**config.mk**
```make
export PLATFORM = sky130hd
export DESIGN_NAME = adc_thermo_sampler
export DESIGN_NICKNAME = d
export VERILOG_FILES = /design/src/rtl/adc_thermo_sampler.sv
export SDC_FILE = /design/constraint.sdc
export NUM_CORES = 1
export LEC_CHECK = 0
export CAP_MARGIN = 20
export CORE_ASPECT_RATIO = 1.2
export CORE_MARGIN = 5
export CORE_UTILIZATION = 55
export CTS_CLUSTER_SIZE = 30
export DETAILED_ROUTE_END_ITERATION = 6
export PLACE_DENSITY_LB_ADDON = 0.1
export SYNTH_ARGS = -nofsm -noshare
export SYNTH_HDL_FRONTEND = slang
export SYNTH_SLANG_ARGS = --single-unit
```
**constraint.sdc**
```tcl
create_clock -name clk -period 5 [get_ports clk]
set_input_delay 0.75 -clock clk [delete_from_list [all_inputs] [get_ports clk]]
set_output_delay 0.75 -clock clk [all_outputs]
set_load 0.02 [all_outputs]
```
**src/rtl/adc_thermo_sampler.sv**
```systemverilog
// ---------------------------------------------------------------------------
// adc_thermo_sampler
//   Samples the 4-comparator ladder thermometer code for the ADC back end.
//   The asynchronous comparator outputs are synchronised into clk.
//   A programmable tick samples the code and converts it to a level (0..4).
//   Non-thermometer (bubble) codes are flagged.
//   2^AVG_LOG2 samples are box-car averaged into a filtered level.
//
// Parameters
//   CLK_DIV      sample-tick period in clk cycles (>= 2)
//   AVG_LOG2     log2 of samples per averaging window (0..6)
//   SYNC_STAGES  flops in the comparator synchroniser chain (>= 2)
//
// Ports
//   clk         in   system clock
//   reset       in   synchronous, active-high reset
//   enable      in   run sampling; low = idle, partial window discarded
//   comp_in     in   [3:0] ladder comparator outputs, bit0 = lowest threshold
//   level_out   out  [2:0] latest sampled level, popcount of the code
//   sample_stb  out  one-cycle pulse when level_out updates
//   bubble_err  out  latest sample was not a thermometer code
//   avg_out     out  [2:0] window average, sum >> AVG_LOG2 (truncated)
//   avg_valid   out  one-cycle pulse when avg_out updates
//   err_count   out  [7:0] saturating bubble counter
//
// Optional feature
//   ADC_BUBBLE_CNT_EN  when defined, err_count counts bubble samples and
//                      saturates at 255; otherwise err_count is tied to 0.
// ---------------------------------------------------------------------------
module adc_thermo_sampler #(
   parameter int CLK_DIV     = 1000,
   parameter int AVG_LOG2    = 3,
   parameter int SYNC_STAGES = 2
) (
   input  logic       clk,
   input  logic       reset,
   input  logic       enable,
   input  logic [3:0] comp_in,
   output logic [2:0] level_out,
   output logic       sample_stb,
   output logic       bubble_err,
   output logic [2:0] avg_out,
   output logic       avg_valid,
   output logic [7:0] err_count
);

   localparam int PW = (CLK_DIV > 2) ? $clog2(CLK_DIV) : 1;
   localparam int AW = 3 + AVG_LOG2;
   localparam int CW = AVG_LOG2 + 1;

   localparam logic [PW-1:0] PRE_LAST = PW'(CLK_DIV - 1);
   localparam logic [CW-1:0] CNT_LAST = CW'((1 << AVG_LOG2) - 1);

   typedef enum logic {
      IDLE,
      RUN
   } state_t;

   state_t        state;
   logic [PW-1:0] presc;
   logic [AW-1:0] acc;
   logic [CW-1:0] cnt;

   logic [3:0]    sync_q [SYNC_STAGES];
   logic [3:0]    sync_code;

   logic          tick;
   logic [2:0]    lvl;
   logic          bub;
   logic [AW-1:0] acc_next;

   function automatic logic [2:0] popcount4(input logic [3:0] c);
      logic [2:0] s;
      s = '0;
      for (int unsigned i = 0; i < 4; i++) begin
         s = s + {2'b00, c[i]};
      end
      return s;
   endfunction

   // Comparator synchroniser chain
   always_ff @(posedge clk) begin
      if (reset) begin
         for (int unsigned i = 0; i < SYNC_STAGES; i++) begin
            sync_q[i] <= '0;
         end
      end else begin
         sync_q[0] <= comp_in;
         for (int unsigned i = 1; i < SYNC_STAGES; i++) begin
            sync_q[i] <= sync_q[i-1];
         end
      end
   end

   assign sync_code = sync_q[SYNC_STAGES-1];

   always_comb begin
      tick     = (state == RUN) && enable && (presc == PRE_LAST);
      lvl      = popcount4(sync_code);
      acc_next = acc + AW'(lvl);
      case (sync_code)
         4'b0000, 4'b0001, 4'b0011, 4'b0111, 4'b1111: bub = 1'b0;
         default:                                     bub = 1'b1;
      endcase
   end

   // Sequencer: prescaler, sampling and window accumulation.
   // The sampled code is converted on the tick edge itself, so the registered
   // level/bubble/average outputs appear in the cycle after the tick.
   always_ff @(posedge clk) begin
      if (reset) begin
         state      <= IDLE;
         presc      <= '0;
         acc        <= '0;
         cnt        <= '0;
         level_out  <= '0;
         bubble_err <= 1'b0;
         sample_stb <= 1'b0;
         avg_out    <= '0;
         avg_valid  <= 1'b0;
      end else begin
         sample_stb <= 1'b0;
         avg_valid  <= 1'b0;
         case (state)
            IDLE: begin
               presc <= '0;
               acc   <= '0;
               cnt   <= '0;
               if (enable) begin
                  state <= RUN;
               end
            end
            RUN: begin
               if (!enable) begin
                  // Partial window is discarded; a coincident tick is ignored.
                  state <= IDLE;
                  presc <= '0;
                  acc   <= '0;
                  cnt   <= '0;
               end else if (tick) begin
                  presc      <= '0;
                  level_out  <= lvl;
                  bubble_err <= bub;
                  sample_stb <= 1'b1;
                  if (cnt == CNT_LAST) begin
                     avg_out   <= 3'(acc_next >> AVG_LOG2);
                     avg_valid <= 1'b1;
                     acc       <= '0;
                     cnt       <= '0;
                  end else begin
                     acc <= acc_next;
                     cnt <= cnt + CW'(1);
                  end
               end else begin
                  presc <= presc + PW'(1);
               end
            end
            default: state <= IDLE;
         endcase
      end
   end

`ifdef ADC_BUBBLE_CNT_EN
   // Counts alongside the sample_stb/bubble_err update; only reset clears it.
   always_ff @(posedge clk) begin
      if (reset) begin
         err_count <= '0;
      end else if (tick && bub && (err_count != 8'hFF)) begin
         err_count <= err_count + 8'd1;
      end
   end
`else
   assign err_count = '0;
`endif

endmodule

```
# ---- Word-level counts from Yosys, hierarchy flattened
# Memory sizes are Yosys's and may differ from the RTL's.
# Index checks and enable logic that the tools add are counted.
dict set report totals {
  word_cells 56
  out_inout_bits 17
  ram_bits 8
  inputBits 7
  regBits 30
  memories 1
}
# memory words width read_ports rd_clocked_by_memory_dff wr line_no
set memory_table {}
lappend memory_table {sync_q 2 4 2 0 2 64} ;# logic [3:0] sync_q [SYNC_STAGES];
dict set report op_classes {
  bitwise_logic 5
  addsub 6
  n_eq_ne 7
  muxes 20
  n_reduce_logical 8
}
# cell n
set ops {}
lappend ops {{two-way mux 10 bit} 2}
lappend ops {{two-way mux 4 bit} 5}
lappend ops {{one-hot mux 10 bit (2 select lines)} 1}
lappend ops {{two-way mux 6 bit} 3}
lappend ops {{one-hot mux 6 bit (2 select lines)} 1}
lappend ops {{adder 10 x 1 -> 10 bit, second input constant} 1}
lappend ops {{equality test 10 bit, second input constant} 1}
lappend ops {{equality test 4 x 3 -> 1 bit, second input constant} 2}
lappend ops {{one-hot mux 4 bit (2 select lines)} 1}
lappend ops {{two-way mux 1 bit} 7}
lappend ops {{adder 6 x 3 -> 6 bit} 1}
lappend ops {{OR reduction 5 bit} 1}
lappend ops {{adder 4 x 1 -> 4 bit, second input constant} 1}
lappend ops {{equality test 4 x 1 -> 1 bit, second input constant} 1}
lappend ops {{equality test 4 x 2 -> 1 bit, second input constant} 1}
lappend ops {{equality test 4 bit, second input constant} 1}
lappend ops {{zero test 4 bit} 1}
lappend ops {{AND reduction 4 bit} 1}
lappend ops {{OR reduction 4 bit} 1}
lappend ops {{adder 2 x 1 -> 3 bit} 1}
lappend ops {{adder 3 x 1 -> 3 bit} 1}
lappend ops {{!= test 3 x 2 -> 1 bit, second input constant} 1}
lappend ops {{inverter 1 bit} 3}
lappend ops {{AND reduction 3 bit} 1}
lappend ops {{other kinds (4)} 6}

# ---- Logic depth before layout (Yosys ltp)
# Gate-level depths: netlist (run 1).
# An unclocked memory read counts as a cell.
dict set report depth {
  depth_word 9
  mapped_depth 10
  mapped_depth_nobuf 10
}

# ---- Worst setup path before layout (run 1)
# Ideal clock, no wire load.
dict set report synth_path {
  path_kind {register -> register}
  from {memory sync_q[1][0], in the netlist sync_q[0][4]}
  to {register acc[3]}
  path_slack_ps 2318
  arrival_time_ps 2610
  setup_ps 72
  path_stages_with_launch 11
  n_path_buf 0
  synth_period_minus_slack_ps 2682
  path_cell_list {dfxtp_1 inv_1 fa_1 inv_1 ha_1 ha_1 ha_1 a211oi_1 o21ai_0 a211oi_1 o21bai_1}
}
# item line_no
set synth_lines {}
lappend synth_lines {{start: declaration} 64}
lappend synth_lines {{end signal: assignment} 151} ;# acc <= acc_next;
lappend synth_lines {{end: declaration} 61} ;# logic [AW-1:0] acc;

==> metrics.csv, run 1 <==
stage,metric,value,unit
route,Initial DRT Pass Iterations,4,
setup_path,Critical Path Start,sync_q[0][4]$_SDFF_PP0_,
route,Routed WL per cell,13.2,microns
clock_tree,Max clock buf depth,2,
power,VDD IR-drop max,218,uV
clock_tree,Num CTS Buffers,5,
synth,Yosys cell types,37,
floorplan,die footprint,4410,sq um
floorplan,num rows,22,
timing,setup ws final,2.05,ns
global_routing,met1 Use GR,18.8,%
finish,layout cells sized above 1,7.88,%
setup_path,worst-path maximum fanout,5,
clock_tree,CTS sink count,38,
clock_tree,hold buffers post-CTS,0,
setup_path,r2r setup slk,2.05,ns
outcome,status,"finished, final reports clean",
synth,syn avg cell area,9.39,sq um
finish,Area Overhead vs Synth,11.6,%
setup_path,kind of critical path,register to register,
timing,RSZ-0062 raised after global routing,false,
route,DR vias/cell,5.38,
timing,Max Slew Vio Count,0,
global_routing,initial antenna violation count,0,
clock_tree,TritonCTS clock tree,done,
setup_path,crit path launch type,register,
setup_path,critical path data required time,5.28,ns
finish,n_diodes,0,
power,leakage,0.707,nW
finish,"commonest non-fill, non-tap cells in the layout","38 x dfxtp_1, 18 x nor2_1, 17 x nand2_1",
floorplan,core area,3060,sq um
floorplan,io pins,24,
setup_path,CP arrival,3.22,ns
clock_tree,worst skew pair latency,0.35,ns
job,max_cap viols,0,
worst_hold_path,Hold WC Path Type,register to register,
global_routing,global route overflow,0,
timing,Slew Limit Headroom,42.1,%
floorplan,initial core utilization,57.2,%
setup_path,origin of the critical flop-to-flop path,sync_q[0][4]$_SDFF_PP0_,
route,Detail Route Antenna Nets,0,
synth,number of synthesized register bits,38,
route,Routed WL,3160,microns
timing,period utilization,58.9,%
clock_tree,Post-CTS Setup Inserts,0,
route,DR iter-0 viols,47,
place,Placer Congestion,0.814,
global_routing,largest net degree at the start of global routing,20,
global_routing,gr busiest metal,met2,
route,DRC viols,0,
global_routing,number of global-route vias before repair,1253,
setup_path,cells on worst reg2reg path,10,
timing,setup violators final,0,
timing,Fin. Hold Viols,0,
route,vias after detailed routing,1285,
place,pre-CTS setup slack,1.95,ns
clock_tree,Root Driver,clkbuf_4,
power,pwr dens,257,nW/um^2
timing,Fmax achieved,339,MHz
clock_tree,Clock Pin Slew Worst Setup and Hold Paths,0.11,ns
clock_tree,post_cts resized,0,
synth,Syn. warnings,0,
timing,minimum clock period,2.95,ns
finish,Final #Nets,221,
synth,Post-Syn Area,1750,sq um
setup_path,CP endpoint kind,register,
global_routing,M3 GR Usage,5.23,%
place,placed cell count,231,
floorplan,die height,71.7,microns
timing,setup TNS,0,ns
place,post-DP HPWL,2420,microns
timing,worst slew pin tran,0.865,ns
finish,"commonest non-fill, non-tap cell in the layout",dfxtp_1,
global_routing,met2 Use GR,26.9,%
global_routing,gr usage total,16.3,%
place,IO buf count,15,
setup_path,Worst Setup EP,acc[3]$_SDFFE_PP0P_,
timing,tightest hold margin,0.450,ns
clock_tree,CTS HTree Levels,2,
setup_path,R2R Path End,acc[3]$_SDFFE_PP0P_,
finish,post-route insts no fill,239,
power,Pwr Total,0.000501,W
synth,Cells after Synth,186,
global_routing,first-pass GRT wire length,5390,microns
timing,Worst Skew,0.00958,ns
floorplan,Die W,61.4,microns
synth,sequential area share after synthesis,43.6,%
-- area by class of cell --
cell class | instances | area, sq um
inverters | 6 | 22.5
flip-flops and latches | 38 | 761
clock buffers | 7 | 55.1
repair buffers | 15 | 150
fillers | 276 | 1110
clock inverters | 1 | 5.00
well taps | 36 | 45.0
multi-input cells | 136 | 911
-- synthesized netlist by cell type, drive strengths merged --
library cell / n / area share (%)
nor2b: 9 / 3.2
nand2b: 2 / 0.72
a22o: 4 / 2.0
xnor2: 8 / 4.0
nor3: 8 / 2.3
a211oi: 3 / 1.3
nand3b: 2 / 0.86
dfxtp: 38 / 44
a311oi: 1 / 0.50
nor2: 18 / 3.9
and4: 2 / 1.0
o21ai: 7 / 2.9
o21bai: 1 / 0.43
o221ai: 1 / 0.50
nand3: 3 / 0.86
nand2: 17 / 3.7
and2: 3 / 1.1
buf: 8 / 3.4
nor3b: 3 / 1.6
or3: 1 / 0.64
or3b: 1 / 0.50
nand4b: 1 / 0.50
xor2: 5 / 2.5
a21oi: 6 / 1.7
and3b: 1 / 0.50
or4: 1 / 0.64
conb: 1 / 0.21
clkbuf: 5 / 1.1
fa: 2 / 2.3
a31oi: 1 / 0.36
nand4: 5 / 2.1
nor4: 2 / 0.72
inv: 6 / 1.3
ha: 10 / 7.2
-- registers in the layout, summed over array words and instances (netlist names) --
| signal | cells |
|---|---|
| bubble_err | 1 |
| sample_stb | 1 |
| cnt | 4 |
| presc | 10 |
| avg_out | 3 |
| sync_q | 8 |
| acc | 6 |
| state | 1 |
| level_out | 3 |
| avg_valid | 1 |
-- metal layers --
metal / part of all wire [%] / vias to the layer above
li1: - / 656
met1: 43 / 591
met2: 49 / 30
met3: 5.6 / 8
met4: 2.3 / 0
met5: 0 / -
-- through the flow --
step | util, % | cell area [sq um]
finish | 63.8 | 1950
global route | 63.8 | 1950
CTS | 63.8 | 1950
detailed placement | 61.8 | 1890
global placement | 61.8 | 1890
floorplan | - | 1770
-- power breakdown --
group	total (W)	leakage [nW]	switching [W]	internal, W
clock	0.000169	0.0353	0.000100	0.0000682
combinational	0.0000241	0.364	0.0000148	0.00000931
sequential	0.000308	0.308	0.00000155	0.000306
-- critical path, stage by stage, from the launching register on --
cell	delay (ns)
dfxtp_1	0.38
inv_1	0.09
fa_1	0.53
inv_1	0.04
ha_1	0.17
ha_1	0.33
ha_1	0.29
a211oi_1	0.49
o21ai_0	0.20
a211oi_1	0.25
o21bai_1	0.13
-- kinds of logic after synthesis --
group	synth area share, %
buffers and inverters	5.80
XOR/XNOR	6.52
adder cells (fa/ha/maj)	9.46
flip-flops	43.6
AND/OR/NAND/NOR	24.8
AO/OA/AOI/OAI	9.67
other	0.215
-- worst min path at each step --
stage,depth (start not counted),slack (ns),to,start
2_1_floorplan,1,0.41,sync_q[0][4]$_SDFF_PP0_,sync_q[0][0]$_SDFF_PP0_
6_report,1,0.45,sync_q[0][4]$_SDFF_PP0_,sync_q[0][0]$_SDFF_PP0_
5_1_grt,1,0.48,sync_q[0][7]$_SDFF_PP0_,sync_q[0][3]$_SDFF_PP0_
3_3_place_gp,1,0.42,sync_q[0][4]$_SDFF_PP0_,sync_q[0][0]$_SDFF_PP0_
3_5_place_dp,1,0.43,sync_q[0][4]$_SDFF_PP0_,sync_q[0][0]$_SDFF_PP0_
4_1_cts,1,0.46,sync_q[0][4]$_SDFF_PP0_,sync_q[0][0]$_SDFF_PP0_
Power figures use the tool's default switching activity.
==> run 2, diff against run 1 <==
--- a/config.mk
+++ b/config.mk
@@ -8,7 +8,7 @@
 export CAP_MARGIN = 20
 export CORE_ASPECT_RATIO = 1.2
 export CORE_MARGIN = 5
-export CORE_UTILIZATION = 55
+export CORE_UTILIZATION = 53
 export CTS_CLUSTER_SIZE = 30
 export DETAILED_ROUTE_END_ITERATION = 6
 export PLACE_DENSITY_LB_ADDON = 0.1
==> constraint.sdc (replaced) <==
create_clock -name clk -period 3.1 [get_ports clk]
set_input_delay 0.465 -clock clk [delete_from_list [all_inputs] [get_ports clk]]
set_output_delay 0.465 -clock clk [all_outputs]
set_load 0.02 [all_outputs]
==> metrics.csv, run 2 (synthesized netlist as in run 1, its figures left out) <==
stage,metric,value,unit,change
power,internal power,0.000677,W,+76%
floorplan,die height,72.9,microns,+1.6%
place,IO buf count,15,,unchanged
route,Detail Route Antenna Nets,0,,unchanged
route,Initial DRT Pass Iterations,4,,unchanged
timing,setup ws final,0.318,ns,-1.74 ns
place,post-DP HPWL,2330,microns,-3.6%
power,Net Sw Frac,22.0,%,-1.4 points
floorplan,io pins,24,,unchanged
timing,setup TNS,0,ns,unchanged
outcome,status,"finished, final reports clean",,
global_routing,number of global-route vias before repair,1266,,+1.0%
power,Pwr Total,0.000868,W,+73%
timing,setup violators final,0,,unchanged
setup_path,crit path launch type,register,,
floorplan,Die W,62.4,microns,+1.6%
power,pwr dens,437,nW/um^2,+70%
power,leakage,0.728,nW,+2.9%
power,Switch Pwr,0.000191,W,+63%
power,clock power share,38.1,%,+4.4 points
finish,layout cells sized above 1,9.76,%,+1.9 points
clock_tree,CTS sink count,38,,unchanged
setup_path,Critical Path Start,sync_q[0][4]$_SDFF_PP0_,,
timing,Slew Limit Headroom,66.0,%,+24 points
clock_tree,worst skew pair latency,0.34,ns,about the same
global_routing,global route overflow,0,,unchanged
timing,period utilization,89.7,%,+31 points
power,power share of the combinational group,4.7,%,about the same
timing,minimum clock period,2.78,ns,-0.164 ns
finish,"Most flops, register",presc,,
place,Placer Congestion,0.815,,+0.17%
power,Flop pwr share,57.2,%,-4.3 points
finish,n_diodes,0,,unchanged
clock_tree,Num CTS Buffers,5,,unchanged
place,pre-CTS setup slack,0.229,ns,-1.72 ns
finish,Area Overhead vs Synth,13.8,%,
timing,Max Slew Vio Count,0,,unchanged
worst_hold_path,worst hold path depth,1,,unchanged
clock_tree,TritonCTS clock tree,done,,
timing,Worst Skew,0.00744,ns,-0.00214 ns
finish,max reg flops,10,,unchanged
finish,"commonest non-fill, non-tap cell in the layout",dfxtp_1,,
finish,Final #Nets,223,,+0.90%
route,DR vias/cell,5.38,,about the same
setup_path,worst-path maximum fanout,5,,unchanged
timing,Fin. Hold Viols,0,,unchanged
worst_hold_path,Hold EP,sync_q[0][4]$_SDFF_PP0_,,
route,vias after detailed routing,1297,,+0.93%
clock_tree,CTS HTree Levels,2,,unchanged
timing,RSZ-0062 raised after global routing,false,,
global_routing,gr usage total,15.0,%,-1.4 points
worst_hold_path,Hold Startpoint,sync_q[0][0]$_SDFF_PP0_,,
finish,fin area,1990,sq um,+1.9%
setup_path,critical path data required time,3.38,ns,-1.90 ns
clock_tree,Max clock buf depth,2,,unchanged
setup_path,kind of critical path,register to register,,
setup_path,cells on worst reg2reg path,10,,unchanged
global_routing,largest net degree at the start of global routing,19,,-5.0%
job,max_cap viols,0,,unchanged
global_routing,first-pass GRT wire length,5430,microns,+0.78%
clock_tree,Root Driver,clkbuf_4,,
clock_tree,Clock Pin Slew Worst Setup and Hold Paths,0.11,ns,about the same
global_routing,initial antenna violation count,0,,unchanged
floorplan,num rows,22,,unchanged
timing,Fmax achieved,359,MHz,+5.9%
setup_path,origin of the critical flop-to-flop path,sync_q[0][4]$_SDFF_PP0_,,
floorplan,initial core utilization,56.2,%,-1.0 points
setup_path,CP endpoint kind,register,,
floorplan,core area,3110,sq um,+1.8%
route,DR iter-0 viols,75,,+60%
finish,largest registers,"presc: 10 flops, sync_q: 8 flops, acc: 6 flops",,
floorplan,die footprint,4550,sq um,+3.2%
route,Routed WL per cell,13.0,microns,-1.1%
place,"Cell Area, Placed",1900,sq um,+0.79%
worst_hold_path,Hold WC Path Type,register to register,,
power,VDD IR-drop max,515,uV,+140%
setup_path,CP arrival,3.06,ns,-0.16 ns
setup_path,R2R Path End,acc[3]$_SDFFE_PP0P_,,
setup_path,r2r setup slk,0.32,ns,-1.74 ns
finish,"commonest non-fill, non-tap cells in the layout","38 x dfxtp_1, 18 x nor2_1, 17 x nand2_1",,
route,DRC viols,0,,unchanged
route,Routed WL,3150,microns,-0.32%
timing,worst slew pin tran,0.507,ns,-0.358 ns
run 2: cell count changes in the layout (fill, tap and decap cells not counted), sizes merged:
| cell | before | now |
|---|---|---|
| buf | 0 | 2 |
| bufinv | 0 | 1 |
| clkbuf | 7 | 5 |
| clkinv | 1 | 2 |
run 2: what timing repair did:
| action | in CTS | in global routing |
|---|---|---|
| setup endpoints to repair | 0 | 2 |
| hold buffers | 0 | 0 |
| buffers inserted | 0 | 0 |
| resized for setup | 0 | 1 |
run 2: worst max-delay path, cell delays in order, from the launching register on:
cell	delay [ns]
dfxtp_1	0.37
inv_1	0.08
fa_1	0.53
inv_1	0.04
ha_1	0.17
ha_1	0.33
ha_1	0.32
a211oi_2	0.36
o21ai_0	0.15
a211oi_1	0.24
o21bai_1	0.13
run 2: stage by stage:
stage | hold WS (ns) | std cells | util [%]
global placement | 0.421 | 233 | 61.2
global route | 0.472 | 241 | 63.9
CTS | 0.454 | 241 | 63.7
finish | 0.451 | 241 | 63.9
floorplan | 0.414 | 193 | -
detailed placement | 0.428 | 233 | 61.2
run 2: power by group through the flow:
stage | Clock (W) | Sequential, W | Combinational [W]
6_report | 0.000331 | 0.000496 | 0.0000405
2_1_floorplan | 0 | 0.000507 | 0.0000344
3_5_place_dp | 0 | 0.000508 | 0.0000400
4_1_cts | 0.000338 | 0.000496 | 0.0000403
5_1_grt | 0.000363 | 0.000498 | 0.0000453
3_3_place_gp | 0 | 0.000507 | 0.0000391
run 2: worst max-delay path by stage:
stage                     slack [ns]                 endpoint  cells past startpoint
after floorplan                 0.42      acc[3]$_SDFFE_PP0P_                     10
after global placement          0.29  avg_out[2]$_SDFFE_PP0P_                     10
after CTS                       0.21      acc[3]$_SDFFE_PP0P_                     10
final                           0.32      acc[3]$_SDFFE_PP0P_                     10
after global routing            0.12  avg_out[2]$_SDFFE_PP0P_                     10
after detailed placement        0.23  avg_out[2]$_SDFFE_PP0P_                     10
run 2: layout make-up:
cell class | count | area (sq um)
fillers | 276 | 1120
multi-input cells | 136 | 916
flip-flops and latches | 38 | 761
repair buffers | 17 | 165
well taps | 36 | 45.0
clock inverters | 3 | 40.0
clock buffers | 5 | 37.5
inverters | 6 | 22.5
run 2: per-layer routing:
| layer | vias up | global-route usage [%] | routed length [microns] |
|---|---|---|---|
| met2 | 27 | 25.1 | 1480 |
| met5 | - | 0 | 0 |
| met4 | 0 | 6.37 | 61 |
| met1 | 609 | 17.2 | 1470 |
| met3 | 7 | 5.39 | 136 |
| li1 | 654 | - | - |
